<file path="src/rtl/seg_pkg.sv">
`default_nettype none
// ============================================================================
// Package  : seg_pkg
// Brief    : Glyph codes, 7-segment patterns and BCD sizing helper shared by
//            the seg_scan_disp display driver.
// Revision : 1.0 - initial release
// ============================================================================
package seg_pkg;

    typedef enum logic [3:0] {
        D0, D1, D2, D3, D4, D5, D6, D7, D8, D9, G_BLANK, G_MINUS
    } glyph_e;

    // Active-high gfedcba patterns
    localparam logic [6:0] c_seg_0     = 7'h3F;
    localparam logic [6:0] c_seg_1     = 7'h06;
    localparam logic [6:0] c_seg_2     = 7'h5B;
    localparam logic [6:0] c_seg_3     = 7'h4F;
    localparam logic [6:0] c_seg_4     = 7'h66;
    localparam logic [6:0] c_seg_5     = 7'h6D;
    localparam logic [6:0] c_seg_6     = 7'h7D;
    localparam logic [6:0] c_seg_7     = 7'h07;
    localparam logic [6:0] c_seg_8     = 7'h7F;
    localparam logic [6:0] c_seg_9     = 7'h6F;
    localparam logic [6:0] c_seg_minus = 7'h40;
    localparam logic [6:0] c_seg_blank = 7'h00;

    function automatic logic [6:0] glyph_seg(input glyph_e g);
        logic [6:0] s;
        case (g)
            D0:      s = c_seg_0;
            D1:      s = c_seg_1;
            D2:      s = c_seg_2;
            D3:      s = c_seg_3;
            D4:      s = c_seg_4;
            D5:      s = c_seg_5;
            D6:      s = c_seg_6;
            D7:      s = c_seg_7;
            D8:      s = c_seg_8;
            D9:      s = c_seg_9;
            G_MINUS: s = c_seg_minus;
            default: s = c_seg_blank;
        endcase
        return s;
    endfunction

    // Decimal digits needed to represent 2^width-1
    function automatic int bcd_digits(input int width);
        longint unsigned v;
        int              n;
        v = (64'd1 << width) - 64'd1;
        n = 0;
        for (int i = 0; i < 20; i++) begin
            if (v != 0) begin
                v = v / 10;
                n = n + 1;
            end
        end
        if (n == 0) n = 1;
        return n;
    endfunction

endpackage
`default_nettype wire

</file>
<file path="src/rtl/seg_bin2bcd.sv">
`default_nettype none
// ============================================================================
// Module   : seg_bin2bcd
// Brief    : Sequential double-dabble converter, one shift-add-3 per cycle.
// Revision : 1.0 - initial release
// ============================================================================
module seg_bin2bcd
    import seg_pkg::*;
#(
    parameter int DATA_W  = 27,
    parameter int BCD_DIG = bcd_digits(DATA_W)
) (
    input  logic                   clk,
    input  logic                   rst,
    input  logic                   start,
    input  logic [DATA_W-1:0]      bin,
    output logic                   done,
    output logic [4*BCD_DIG-1:0]   bcd
);

    localparam int c_cnt_w = $clog2(DATA_W + 1);

    logic [DATA_W-1:0]    r_bin;
    logic [4*BCD_DIG-1:0] r_bcd;
    logic [c_cnt_w-1:0]   r_cnt;
    logic                 r_run;
    logic                 r_done;
    logic [4*BCD_DIG-1:0] w_adj;

    always_comb begin
        w_adj = r_bcd;
        for (int i = 0; i < BCD_DIG; i++) begin
            if (r_bcd[4*i +: 4] >= 4'd5)
                w_adj[4*i +: 4] = r_bcd[4*i +: 4] + 4'd3;
        end
    end

    always_ff @(posedge clk) begin
        if (rst) begin
            r_bin  <= '0;
            r_bcd  <= '0;
            r_cnt  <= '0;
            r_run  <= 1'b0;
            r_done <= 1'b0;
        end else begin
            r_done <= 1'b0;
            if (start) begin
                r_bin <= bin;
                r_bcd <= '0;
                r_cnt <= '0;
                r_run <= 1'b1;
            end else if (r_run) begin
                r_bcd <= (w_adj << 1) | {{(4*BCD_DIG-1){1'b0}}, r_bin[DATA_W-1]};
                r_bin <= r_bin << 1;
                r_cnt <= r_cnt + 1'b1;
                if (r_cnt == c_cnt_w'(DATA_W - 1)) begin
                    r_run  <= 1'b0;
                    r_done <= 1'b1;
                end
            end
        end
    end

    assign done = r_done;
    assign bcd  = r_bcd;

endmodule
`default_nettype wire

</file>
<file path="src/rtl/seg_scan_disp.sv">
`default_nettype none
// ============================================================================
// Module   : seg_scan_disp
// Brief    : Multiplexed 7-segment driver: load handshake, sequential BCD
//            conversion, blanking/sign/dp/overflow, digit scanning.
// Options  : SEG_DIM_EN adds bright[3:0] for per-dwell PWM dimming.
// Revision : 1.0 - initial release
// ============================================================================
module seg_scan_disp
    import seg_pkg::*;
#(
    parameter int CLK_HZ      = 50_000_000,
    parameter int SCAN_HZ     = 1000,
    parameter int N_DIG       = 8,
    parameter int DATA_W      = 27,
    parameter int SEG_ACT_LOW = 1,
    parameter int SEL_ACT_LOW = 1
) (
    input  logic                         clk,
    input  logic                         rst,
    input  logic [DATA_W-1:0]            data_in,
    input  logic                         neg,
    input  logic [$clog2(N_DIG+1)-1:0]   dp_pos,
    input  logic                         load,
    output logic                         busy,
    input  logic                         en,
`ifdef SEG_DIM_EN
    input  logic [3:0]                   bright,
`endif
    output logic                         ovf,
    output logic [N_DIG-1:0]             seg_sel,
    output logic [7:0]                   seg_led
);

    localparam int c_bcd_dig   = bcd_digits(DATA_W);
    localparam int c_dpw       = $clog2(N_DIG + 1);
    localparam int c_dwell_raw = CLK_HZ / SCAN_HZ;
    localparam int c_dwell     = (c_dwell_raw < 2) ? 2 : c_dwell_raw;
    localparam int c_dwell_w   = $clog2(c_dwell);
    localparam int c_idx_w     = $clog2(N_DIG);
    localparam int c_ext_dig   = (c_bcd_dig > N_DIG) ? c_bcd_dig : N_DIG;
    localparam int c_pos_w     = 6;
    localparam logic [7:0]       c_led_off = (SEG_ACT_LOW != 0) ? 8'hFF : 8'h00;
    localparam logic [N_DIG-1:0] c_sel_off = (SEL_ACT_LOW != 0) ? {N_DIG{1'b1}} : {N_DIG{1'b0}};

    logic                     r_busy;
    logic                     r_cap_neg;
    logic [c_dpw-1:0]         r_cap_dp;
    logic [4*c_ext_dig-1:0]   r_disp_bcd;
    logic                     r_disp_neg;
    logic [c_dpw-1:0]         r_disp_dp;
    logic [c_pos_w-1:0]       r_disp_top;
    logic                     r_ovf;
    logic [c_dwell_w-1:0]     r_dwell;
    logic [c_idx_w-1:0]       r_idx;
    logic [N_DIG-1:0]         r_sel;
    logic [7:0]               r_led;

    logic                     w_accept;
    logic                     w_conv_done;
    logic [4*c_bcd_dig-1:0]   w_conv_bcd;
    logic [c_pos_w-1:0]       w_msd;
    logic [c_pos_w-1:0]       w_new_top;
    logic                     w_new_ovf;
    logic [c_pos_w-1:0]       w_pos;
    logic [3:0]               w_digit;
    glyph_e                   w_glyph;
    logic                     w_dp;
    logic [7:0]               w_led_act;
    logic [N_DIG-1:0]         w_onehot;
    logic                     w_wrap;
    logic                     w_on;

    assign w_accept = load & ~r_busy;

    seg_bin2bcd #(
        .DATA_W  (DATA_W),
        .BCD_DIG (c_bcd_dig)
    ) u_conv (
        .clk   (clk),
        .rst   (rst),
        .start (w_accept),
        .bin   (data_in),
        .done  (w_conv_done),
        .bcd   (w_conv_bcd)
    );

    // Highest shown digit is the larger of the top nonzero digit and the dp digit
    always_comb begin
        w_msd = '0;
        for (int i = 0; i < c_bcd_dig; i++) begin
            if (w_conv_bcd[4*i +: 4] != 4'd0)
                w_msd = c_pos_w'(i);
        end
        w_new_top = w_msd;
        if (r_cap_dp != '0 && (c_pos_w'(r_cap_dp) - c_pos_w'(1)) > w_msd)
            w_new_top = c_pos_w'(r_cap_dp) - c_pos_w'(1);
        w_new_ovf = (w_new_top + c_pos_w'(r_cap_neg)) >= c_pos_w'(N_DIG);
    end

    always_ff @(posedge clk) begin
        if (rst) begin
            r_busy     <= 1'b0;
            r_cap_neg  <= 1'b0;
            r_cap_dp   <= '0;
            r_disp_bcd <= '0;
            r_disp_neg <= 1'b0;
            r_disp_dp  <= '0;
            r_disp_top <= '0;
            r_ovf      <= 1'b0;
        end else if (w_accept) begin
            r_busy    <= 1'b1;
            r_cap_neg <= neg;
            r_cap_dp  <= dp_pos;
        end else if (w_conv_done) begin
            r_busy     <= 1'b0;
            r_disp_bcd <= (4*c_ext_dig)'(w_conv_bcd);
            r_disp_neg <= r_cap_neg;
            r_disp_dp  <= r_cap_dp;
            r_disp_top <= w_new_top;
            r_ovf      <= w_new_ovf;
        end
    end

    always_comb begin
        w_pos   = c_pos_w'(r_idx);
        w_digit = r_disp_bcd[4*r_idx +: 4];
        w_glyph = G_BLANK;
        w_dp    = 1'b0;
        if (r_ovf) begin
            w_glyph = G_MINUS;
        end else if (w_pos <= r_disp_top) begin
            w_glyph = glyph_e'(w_digit);
            w_dp    = (r_disp_dp != '0) && (c_pos_w'(r_disp_dp) == w_pos + c_pos_w'(1));
        end else if (r_disp_neg && w_pos == r_disp_top + c_pos_w'(1)) begin
            w_glyph = G_MINUS;
        end
        w_led_act = {w_dp, glyph_seg(w_glyph)};
        w_onehot  = {{(N_DIG-1){1'b0}}, 1'b1} << r_idx;
    end

    assign w_wrap = (r_dwell == c_dwell_w'(c_dwell - 1));

    always_ff @(posedge clk) begin
        if (rst) begin
            r_dwell <= '0;
            r_idx   <= '0;
        end else if (w_wrap) begin
            r_dwell <= '0;
            r_idx   <= (r_idx == c_idx_w'(N_DIG - 1)) ? '0 : r_idx + 1'b1;
        end else begin
            r_dwell <= r_dwell + 1'b1;
        end
    end

`ifdef SEG_DIM_EN
    logic [3:0]  r_bright;
    logic [3:0]  w_bright_eff;
    logic [31:0] w_thr;

    // First cycle of a dwell uses the live input; the rest of the dwell the sample
    assign w_bright_eff = (r_dwell == '0) ? bright : r_bright;
    assign w_thr        = ((32'(w_bright_eff) + 32'd1) * 32'(c_dwell)) >> 4;
    assign w_on         = 32'(r_dwell) < w_thr;

    always_ff @(posedge clk) begin
        if (rst)
            r_bright <= 4'hF;
        else if (r_dwell == '0)
            r_bright <= bright;
    end
`else
    assign w_on = 1'b1;
`endif

    always_ff @(posedge clk) begin
        if (rst) begin
            r_sel <= c_sel_off;
            r_led <= c_led_off;
        end else if (en && w_on) begin
            r_sel <= w_onehot ^ c_sel_off;
            r_led <= w_led_act ^ c_led_off;
        end else begin
            r_sel <= c_sel_off;
            r_led <= c_led_off;
        end
    end

    assign busy    = r_busy;
    assign ovf     = r_ovf;
    assign seg_sel = r_sel;
    assign seg_led = r_led;

endmodule
`default_nettype wire

</file>
<file path="config.mk">
export PLATFORM = sky130hd
export DESIGN_NAME = seg_scan_disp
export DESIGN_NICKNAME = d
export VERILOG_FILES = /design/src/rtl/seg_pkg.sv /design/src/rtl/seg_bin2bcd.sv /design/src/rtl/seg_scan_disp.sv
export SDC_FILE = /design/constraint.sdc
export NUM_CORES = 1
export LEC_CHECK = 0
export ABC_CLOCK_PERIOD_IN_PS = 6800
export CELL_PAD_IN_SITES_DETAIL_PLACEMENT = 1
export CELL_PAD_IN_SITES_GLOBAL_PLACEMENT = 1
export CORE_MARGIN = 8
export CORE_UTILIZATION = 48
export CTS_CLUSTER_DIAMETER = 60
export DETAILED_ROUTE_END_ITERATION = 7
export HOLD_SLACK_MARGIN = 0.08
export PLACE_DENSITY = 0.95
export SLEW_MARGIN = 40
export SYNTH_ARGS = -nofsm -noshare
export SYNTH_HDL_FRONTEND = slang
export SYNTH_SLANG_ARGS = --single-unit
</file>
<file path="constraint.sdc">
create_clock -name clk -period 6.8 [get_ports clk]
set_input_delay 2.04 -clock clk [delete_from_list [all_inputs] [get_ports clk]]
set_output_delay 2.04 -clock clk [all_outputs]
set_load 0.005 [all_outputs]
</file>
[Word level (Yosys, flattened, before mapping)]
Memory sizes are Yosys's and may differ from the RTL's.
Index checks and enable logic that the tools add are counted.
W data, S select, Z words.
Storage, ports and cells
  bits in read-only memories: 112
  bits in registers: 159
  output and inout bits: 18
  memories kept: 1
  logic and storage cells: 113
  input port bits: 36
Operators by class
  equality and inequality tests: 5
  muxes and demuxes: 32
  reductions and logical operators: 20
  shifts and indexed selects: 2
  $add $sub $neg: 16
  order comparisons: 12
  bitwise operators: 8
Memory list
  (no name shown): depth 16, width 7, read ports 1, clocked after Yosys merged registers in 0, wr ports 0, line seg_pkg.sv:30  | case (g)
Operators by type and width (number)
  $mux W27: 2
  $mux W6: 7
  $mux W4: 10
  $reduce_bool A4 Y1: 10
  $ge A4 B3 Y1 const B: 9
  $or A36 B1 Y36: 1
  $shiftx A36 B6 Y4: 1
  $add A4 B2 Y4 const B: 8
  $add A16 B1 Y16 const B: 1
  $eq A16 B16 Y1 const B: 1
  $not A8 Y8: 2
  $mux W1: 10
  $shl A1 B3 Y8 const A: 1
  $add A6 B1 Y6: 1
  $add A6 B1 Y6 const B: 1
  $eq A3 B6 Y1: 1
  $ge A6 B4 Y1 const B: 1
  $gt A6 B6 Y1: 1
  $le A3 B6 Y1: 1
  $mux W3: 2
  $reduce_or A2 Y1: 3
  $add A5 B1 Y5 const B: 1
  $eq A5 B5 Y1 const B: 1
  $sub A4 B1 Y5 const B: 1
  other kinds (12): 18

[Depth between registers and ports, before layout]
Gate-level depths: netlist of run 1.
  word-level depth: 14
  mapped depth: 18
  depth with buffers taken out: 18

[Modules after synthesis]
Synthesis of run 1 repeated with hierarchy kept, for this count alone.
Second synthesis, totals
  cell total of the unflattened synthesis: 924
  area total of the unflattened synthesis: 8114.0 µm²
By module, submodules not included
  seg_scan_disp: sequential area each 1681.6 µm², cells each 484, times used 1, area an instance 4201.5 µm²
  seg_bin2bcd: sequential area each 1401.3 µm², cells each 440, times used 1, area an instance 3912.5 µm²

[Worst setup path after synthesis of run 1]
OpenSTA, ideal clock, no wires.
  path kind: register to register
  from: register u_conv.r_bcd[4], in the netlist u_conv.bcd[4]
  to: register r_ovf, in the netlist ovf
  required time: 6.697 ns
  setup time: 0.103 ns
  clock period less this slack: 3.422 ns
  stages on the path, launching flop included: 19
  data arrival time: 3.318 ns
  buffers on the path: 0
  slack: 3.378 ns
  path through: dfxtp_1 -> inv_1 -> ha_1 -> or3b_1 -> a21bo_1 -> a31oi_1 -> o21ai_1 -> and2_1 -> ha_1 -> nor2b_1 -> o211ai_1 -> a221oi_4 -> nor2b_1 -> a22o_1 -> ha_1 -> nand3_1 -> mux2i_1 -> and3_1 -> a2111oi_2
On the way
  longest elaborated chain between the ends: 14
Ends and longest elaborated chain
  start: declaration: line seg_bin2bcd.sv:24  | logic [4*BCD_DIG-1:0] r_bcd;
  start signal: assignment: line seg_bin2bcd.sv:53  | r_bcd <= (w_adj << 1) | {{(4*BCD_DIG-1){1'b0}}, r_bin[DATA_W-1]};
  $reduce_bool A4 Y1 *: line seg_scan_disp.sv:92  | if (w_conv_bcd[4*i +: 4] != 4'd0)
  $mux W1 *: line seg_scan_disp.sv:92
  $mux W2 *: line seg_scan_disp.sv:92
  $mux W6 * (6 in a row): line seg_scan_disp.sv:92
  $gt A6 B6 Y1: line seg_scan_disp.sv:96  | if (r_cap_dp != '0 && (c_pos_w'(r_cap_dp) - c_pos_w'(1)) > w_msd)
  $logic_and A1 B1 Y1: line seg_scan_disp.sv:96
  $mux W6 *: line seg_scan_disp.sv:96
  named net w_new_top[0]: line seg_scan_disp.sv:63  | logic [c_pos_w-1:0] w_new_top;
  $add A6 B1 Y6 *: line seg_scan_disp.sv:98  | w_new_ovf = (w_new_top + c_pos_w'(r_cap_neg)) >= c_pos_w'(N_DIG);
  $ge A6 B4 Y1 *: line seg_scan_disp.sv:98
  end signal: assignment: line seg_scan_disp.sv:121  | r_ovf <= w_new_ovf;
  end: declaration: line seg_scan_disp.sv:53  | logic r_ovf;
Mark *: on every way through the listed nets, which the timed path passes. The rest lies on a longest branch.
A chain may end at the register's enable or synchronous reset.

[Worst setup path after layout of run 1]
Same ends and word-level chain as after synthesis.

==> results of run 1 <==
area by class of cell:
| type | count | area share [%] |
|---|---|---|
| tap | 188 | 2.72 |
| timing repair buffer | 59 | 6.59 |
| multi-input combinational | 639 | 46.8 |
| clock inverter | 8 | 1.39 |
| sequential | 154 | 35.6 |
| inverter | 34 | 1.47 |
| clock buffer | 22 | 5.36 |
registers in the layout (all words and copies together) (netlist names), 5 cells and up:
register,flops
r_dwell,16
u_conv.r_cnt,5
r_disp_top,5
seg_sel,8
u_conv.bcd,36
r_disp_bcd,32
seg_led,8
u_conv.r_bin,27
worst paths after layout:
check                 startpoint        endpoint  slack, ns  cells after the start
setup / recovery   u_conv.bcd[4]             ovf       2.40                     18
hold / removal    r_disp_bcd[15]  r_disp_bcd[15]       0.46                      2
setup reg to reg   u_conv.bcd[4]             ovf       2.40                     18
hold reg to reg   r_disp_bcd[15]  r_disp_bcd[15]       0.46                      2
where the power goes:
group | internal (uW) | total, uW | switching [uW]
Combinational | 65.8 | 155 | 89.0
Clock | 590 | 961 | 370
Sequential | 925 | 944 | 19.1
metrics by stage:
stage          area [sq um]  utilization (%)
6_report               8650             56.9
5_1_grt                8650             56.9
4_1_cts                8650             56.9
3_5_place_dp           8070             53.1
3_3_place_gp           8070             53.1
2_1_floorplan          7460                -
cells by family (layout without fill, tap and decap cells):
| group | count (synthesis) | in the layout | share of synthesized area (%) |
|---|---|---|---|
| AOI/OAI and AO/OA | 172 | 172 | 13.7 |
| xor gates and xnor gates | 42 | 42 | 4.93 |
| adders and majority gates | 44 | 44 | 7.38 |
| buffers and inverters | 79 | 123 | 4.39 |
| DFF | 154 | 154 | 41.3 |
| muxes | 49 | 49 | 8.27 |
| and+or+nand+nor | 332 | 332 | 20.0 |
per-layer routing:
layer	share of wire, %	vias to the layer above	track usage [%]
met5	0	-	0
met4	3.5	0	12.4
met3	3.9	71	4.15
met2	52	197	43.2
met1	40	3306	25.9
li1	-	3036	-
cells in the mapped netlist (2+ instances only):
cell type and instances:
nand4_1 5, and2_1 3, nand2_1 129, clkbuf_1 30
nor2_1 111, a21oi_1 86, nand2b_1 16, or3b_1 3
inv_1 33, a31oi_1 2, ha_1 44, a211oi_1 32
buf_2 3, o21a_1 3, nand3_1 24, o21ai_1 7
and3_1 4, buf_1 9, dfxtp_1 154, mux4_1 7
mux2i_1 41, nor2b_1 5, xor2_1 22, nor3_1 14
o21ai_0 29, xnor2_1 20, nor3b_1 5, clkbuf_8 2
worst reg2reg max path: stages, from the launching register on:
cell and delay, ns:
dfxtp_1 0.36, inv_1 0.12, ha_1 0.23, or3b_1 0.42
a21bo_1 0.21, a31oi_1 0.28, o21ai_1 0.16, and2_1 0.19
ha_1 0.18, nor2b_1 0.11, o211ai_1 0.13, a221oi_4 0.50
nor2b_1 0.17, a22o_1 0.26, ha_1 0.24, nand3_1 0.11
mux2i_1 0.10, and3_1 0.23, a2111oi_2 0.30
==> metrics.md, run 1 <==
| Metric | Value |
|---|---|
| Unique masters post-synth | `57` |
| Final non-filler cell total | `around 1100` |
| Setup bufs post-CTS | `0` |
| Resized cells post-CTS | `0` |
| Final Setup Violations | `0` |
| Multi-input gate area | `~0.004 sq mm` |
| Overall power | `~2000 uW` |
| Commonest non-fill, non-tap cell in the layout | `dfxtp_1` |
| Reg clk slew, reported paths | `0.06 ns` |
| Area growth syn-to-layout | `16.0%` |
| Die Span Y | `about 140 microns` |
| Kind of cell adding the most delay to the critical path | `compound AO/OA/AOI/OAI gates` |
| Final Hold Fails | `0` |
| Crit-path max cell delay | `about 0.50 ns` |
| CP Cell Sequence | `inv_1 -> ha_1 -> or3b_1 -> a21bo_1 -> a31oi_1 -> o21ai_1 -> and2_1 -> ha_1 -> nor2b_1 -> o211ai_1 -> a221oi_4 -> nor2b_1 -> a22o_1 -> ha_1 -> nand3_1 -> mux2i_1 -> and3_1 -> a2111oi_2` |
| Worst Setup End Kind | `flop` |
| Pwr dens | `~240 mW/mm^2` |
| Final period util | `approximately 65%` |
| Initial antenna violation count | `0` |
| Fin. max-slew vios | `0` |
| Crit path max fanout | `7` |
| Hold Crit Class | `reg -> reg` |
| Final Skew | `approximately 0.010 ns` |
| Via count | `between 6000 and 7000` |
| Worst EP required | `around 7.1 ns` |
| Cells after DPL | `between 1000 and 1500` |
| Crit path buf inv count | `1` |
| Min Hold Slack | `about 0.46 ns` |
| Share of the synthesized area in the top cell type | `around two fifths` |
| Routed vias/inst | `roughly 6.0` |
| # DRC | `0` |
| Syn_nets | `between 900 and 1000` |
| Top FF cell, synth | `dfxtp_1` |
| Largest net degree at the start of global routing | `between 50 and 60` |
| Hold buffers post-CTS | `0` |
| Pre-antenna DRT Iters | `5` |
| Outcome | `complete, no violations` |
| Dpl hpwl | `roughly 14000 microns` |
| First-pass GRT wire length | `37400 microns` |
| Asr flop ratio synth | `0%` |
| Tot GR Track Use | `between 20% and 30%` |
| Synth Register Bits | `around 150` |
| Clk Latency, worst-skew pair | `~0.43 ns` |
| Die area | `just under 0.02 sq mm` |
| # IOs | `between 50 and 60` |
| Fillers | `roughly 1700` |
| Clk root buf | `clkbuf_16` |
| Post-Syn Area | `0.00746 sq mm` |
| Routed WL | `roughly 23000 microns` |
| Clock tree sinks | `154` |
| Clock buffer count from CTS | `17` |
| Vias in the first global route | `roughly 7000` |
| Nets | `985` |
| Clock tree buffer depth | `2` |
| Sequential share of the synthesized area | `between 40% and 50%` |
| # rows | `45` |
| Most used cell, CP | `ha_1` |
| RSZ-0062 raised after global routing | `no` |
| Avg WL per Cell | `approximately 21 microns` |
| TritonCTS clock tree | `yes` |
| Setup_tns | `0 ns` |
| Register area | `between 0.003 and 0.004 sq mm` |
| Post-synth EDFFs | `0` |
| Mapped Cells | `872` |
| Port Buffer Count | `53` |
| Commonest non-fill, non-tap cells in the layout | `153 x dfxtp_1, 129 x nand2_1, 111 x nor2_1, 86 x a21oi_1, 52 x clkdlybuf4s50_1` |
| Max_slew headroom | `41.3%` |
| Final worst setup slack | `2.40 ns` |
| Layout cells sized above 1 | `about 5.3%` |
| Antenna cell count | `0` |
| Global route overflow | `0` |
| Drt first-iter violations | `459` |
| Worst VDD drop | `198 uV` |
| Kind of critical path | `reg -> reg` |
| Synth area leader | `dfxtp_1` |
| Ys Warns | `0` |
| CP max stage cell | `a221oi_4` |
| Minimum clock period after layout | `approximately 4.4 ns` |
| Leak | `between 0.003 and 0.004 uW` |
| H-tree depth | `4` |
| Total of max-cap violations | `0` |
| Worst Tran Pin Value | `between 0.8 and 0.9 ns` |
| Mapped Avg Cell Area | `about 8.6 sq um` |
| Dpl ws | `approximately 2.4 ns` |
| GP Congestion | `~0.80` |
| Final ANT Viol Nets | `0` |
| Synth top area cells | `dfxtp_1 41%, ha_1 7.4%, nand2_1 6.5%` |
| Critical path arrival | `around 4.7 ns` |
| Initial Util | `between 40% and 50%` |
| Die width | `between 100 and 150 microns` |
| Area of the core | `roughly 0.015 sq mm` |
| Max Freq | `roughly 230 MHz` |
| Setup crit start kind | `flop` |
No activity file was read; power rests on OpenSTA's default activity.
==> run 2: changes to the inputs <==
--- a/config.mk
+++ b/config.mk
@@ -5,15 +5,15 @@
 export SDC_FILE = /design/constraint.sdc
 export NUM_CORES = 1
 export LEC_CHECK = 0
-export ABC_CLOCK_PERIOD_IN_PS = 6800
+export ABC_CLOCK_PERIOD_IN_PS = 4300
 export CELL_PAD_IN_SITES_DETAIL_PLACEMENT = 1
 export CELL_PAD_IN_SITES_GLOBAL_PLACEMENT = 1
 export CORE_MARGIN = 8
-export CORE_UTILIZATION = 48
+export CORE_UTILIZATION = 45
 export CTS_CLUSTER_DIAMETER = 60
 export DETAILED_ROUTE_END_ITERATION = 7
 export HOLD_SLACK_MARGIN = 0.08
-export PLACE_DENSITY = 0.95
+export PLACE_DENSITY = 0.92
 export SLEW_MARGIN = 40
 export SYNTH_ARGS = -nofsm -noshare
 export SYNTH_HDL_FRONTEND = slang
==> constraint.sdc (replaced) <==
create_clock -name clk -period 4.3 [get_ports clk]
set_input_delay 1.29 -clock clk [delete_from_list [all_inputs] [get_ports clk]]
set_output_delay 1.29 -clock clk [all_outputs]
set_load 0.005 [all_outputs]
==> run 2 against run 1 <==
  * Final area up 1.6%
  * Core utilization down 3.3 points
  * Combinational power is 57% higher
  * Total power increased by 66%
  * Die area up 5.9%
  * Sequential power rose by 59%
  * Global-route usage fell by 1.2 points
  * Routed wire length down 1.7%
  * First-iteration DRC count increased by 5.9%
  * Fmax is 6.5% higher
  * Critical path type unchanged
  * Largest cell class unchanged
  * Largest power group unchanged
  * Highest routed layer unchanged
==> metrics.md, run 2 (synthesis gave the netlist of run 1 again) <==
| Metric | Value |
|---|---|
| Outcome | `complete, no violations` |
| Largest net degree at the start of global routing | `60` |
| Initial Util | `approximately 45%` |
| # DRC | `0` |
| Cells after DPL | `1109` |
| Hold depth | `2` |
| Die width | `between 100 and 150 microns` |
| Clock tree sinks | `roughly 150` |
| Area growth syn-to-layout | `17.9%` |
| Register area | `about 0.0031 sq mm` |
| Routed WL | `~23000 microns` |
| Pre-antenna DRT Iters | `5` |
| Drt first-iter violations | `slightly below 500` |
| H-tree depth | `4` |
| Worst Setup End Kind | `flop` |
| Gr busiest metal | `met2` |
| Reg clk slew, reported paths | `about 0.060 ns` |
| Setup crit start kind | `flop` |
| Port Buffer Count | `53` |
| Final Setup Violations | `0` |
| Met3 GRT Util | `between 4 and 5%` |
| Via count | `approximately 6500` |
| Commonest non-fill, non-tap cells in the layout | `153 x dfxtp_1, 129 x nand2_1, 111 x nor2_1, 86 x a21oi_1, 52 x clkdlybuf4s50_1` |
| Finished Cell Area | `0.00880 sq mm` |
| RSZ-0062 raised after global routing | `no` |
| Tot GR Track Use | `approximately 23%` |
| Worst VDD drop | `about 270 uV` |
| Final ANT Viol Nets | `0` |
| Endpoint, Worst Hold | `r_disp_bcd[4]` |
| Worst Tran Pin Value | `0.868 ns` |
| Final non-filler cell total | `about 1100` |
| Commonest non-fill, non-tap cell in the layout | `dfxtp_1` |
| Vias in the first global route | `6971` |
| Flop pwr share | `between 40% and 50%` |
| # IOs | `54` |
| Initial antenna violation count | `0` |
| Routed vias/inst | `5.69` |
| Min-Delay Startpoint | `r_disp_bcd[4]` |
| Nets | `about 990` |
| Antenna cell count | `0` |
| GP Congestion | `between 0.8 and 0.9` |
| Worst EP required | `~4.6 ns` |
| Fin. max-slew vios | `0` |
| Kind of critical path | `reg -> reg` |
| RR Endpoint | `ovf` |
| Dpl hpwl | `roughly 14000 microns` |
| Critical path arrival | `4.44 ns` |
| Clock power frac | `between 40% and 50%` |
| First-pass GRT wire length | `about 36000 microns` |
| Hold Crit Class | `reg -> reg` |
| Met1 Use GR | `around a quarter` |
| # rows | `47` |
| Die area | `between 0.02 and 0.025 sq mm` |
| Pwr dens | `389 mW/mm^2` |
| Total of max-cap violations | `0` |
| Max_slew headroom | `42.1%` |
| Minimum clock period after layout | `between 4 and 5 ns` |
| Max Freq | `242 MHz` |
| Worst r2r path cells | `18` |
| Clk root buf | `clkbuf_16` |
| Setup_tns | `0 ns` |
| Clock tree buffer depth | `2` |
| R2r setup slk | `approximately 0.17 ns` |
| Leak | `between 0.003 and 0.004 uW` |
| Resized cells post-CTS | `0` |
| Final Hold Fails | `0` |
| Global route overflow | `0` |
| Met2 Use GR | `between 30% and 40%` |
| Pint | `approximately 2600 uW` |
| Crit path max fanout | `5` |
| Fillers | `between 1500 and 2000` |
| Worst reg2reg startpoint | `u_conv.bcd[4]` |
| Clock buffer count from CTS | `17` |
| Net switching power | `roughly 800 uW` |
| Area of the core | `about 0.016 sq mm` |
| Worst Setup SP | `u_conv.bcd[4]` |
| Comb power frac | `between 7 and 8%` |
| Layout cells sized above 1 | `6.29%` |
| Final Skew | `between 0.008 and 0.009 ns` |
| Avg WL per Cell | `about 20 microns` |
| Clk Latency, worst-skew pair | `0.44 ns` |
| TritonCTS clock tree | `yes` |
| Final period util | `95.9%` |
| Max FFs per register | `36` |
| Multi-input gate area | `between 0.004 and 0.005 sq mm` |
| Die Span Y | `roughly 140 microns` |
| Placed instance area | `0.00813 sq mm` |
| Sw frac | `a little under a quarter` |
-- run 2: critical path, cell delays in order, from the launching register on --
cell and delay, ns:
dfxtp_1 0.35, inv_1 0.11, ha_1 0.21, or3b_1 0.38, a21bo_1 0.20, a31oi_1 0.29, o21ai_1 0.14, and2_1 0.19
ha_1 0.18, nor2b_1 0.10, o211ai_1 0.13, a221oi_4 0.38, nor2b_1 0.11, a22o_1 0.25, ha_1 0.24, nand3_1 0.11
mux2i_1 0.11, and3_1 0.20, a2111oi_2 0.31
-- run 2: worst max-delay path by stage --
stage | endpoint | slack, ns | depth (start not counted)
2_1_floorplan | ovf | 0.88 | 18
3_3_place_gp | ovf | 0.62 | 18
3_5_place_dp | ovf | 0.39 | 18
4_1_cts | ovf | 0.16 | 18
5_1_grt | ovf | 0.009 | 18
6_report | ovf | 0.17 | 18
-- run 2: per-stage QoR --
stage | hold WS, ns | setup WS (ns) | power (uW) | utilization [%]
6_report | 0.457 | 0.174 | 3420 | 53.6
5_1_grt | 0.484 | 0.00863 | 3530 | 53.6
4_1_cts | 0.459 | 0.163 | 3440 | 53.6
3_5_place_dp | 0.449 | 0.386 | 1760 | 49.6
3_3_place_gp | 0.439 | 0.622 | 1740 | 49.6
2_1_floorplan | 0.430 | 0.878 | 1670 | -
-- run 2: cell type report --
type / instances / share of cell area (%)
clock inverters: 14 / 2.48
flip-flops and latches: 154 / 35.1
multi-input cells: 639 / 46.1
well taps: 220 / 3.13
repair buffers: 63 / 6.83
inverters: 34 / 1.45
clock buffers: 18 / 4.99
-- run 2: metal layers --
layer,vias to the layer above,wire length [microns],part of all wire [%]
li1,3039,-,-
met5,-,0,0
met2,196,11800,52
met4,0,942,4.1
met3,87,1020,4.5
met1,3181,9130,40
-- run 2: power groups by stage --
stage          Combinational [uW]  Sequential, uW  Clock [uW]
6_report                      244            1500        1680
5_1_grt                       263            1500        1770
4_1_cts                       242            1500        1700
3_5_place_dp                  231            1530           0
3_3_place_gp                  219            1520           0
2_1_floorplan                 157            1510           0
-- run 2: what timing repair did --
| action | in CTS | in global routing |
|---|---|---|
| buffers inserted | 0 | 1 |
| hold buffers | 0 | 0 |
| setup endpoints to repair | 0 | 1 |
==> run 3: changes to the inputs <==
--- a/config.mk
+++ b/config.mk
@@ -10,7 +10,6 @@
 export CELL_PAD_IN_SITES_GLOBAL_PLACEMENT = 1
 export CORE_MARGIN = 8
 export CORE_UTILIZATION = 45
-export CTS_CLUSTER_DIAMETER = 60
 export DETAILED_ROUTE_END_ITERATION = 7
 export HOLD_SLACK_MARGIN = 0.08
 export PLACE_DENSITY = 0.92
==> results of run 3 <==
Same layout as run 2: the final DEF is identical, and so are final timing and power.
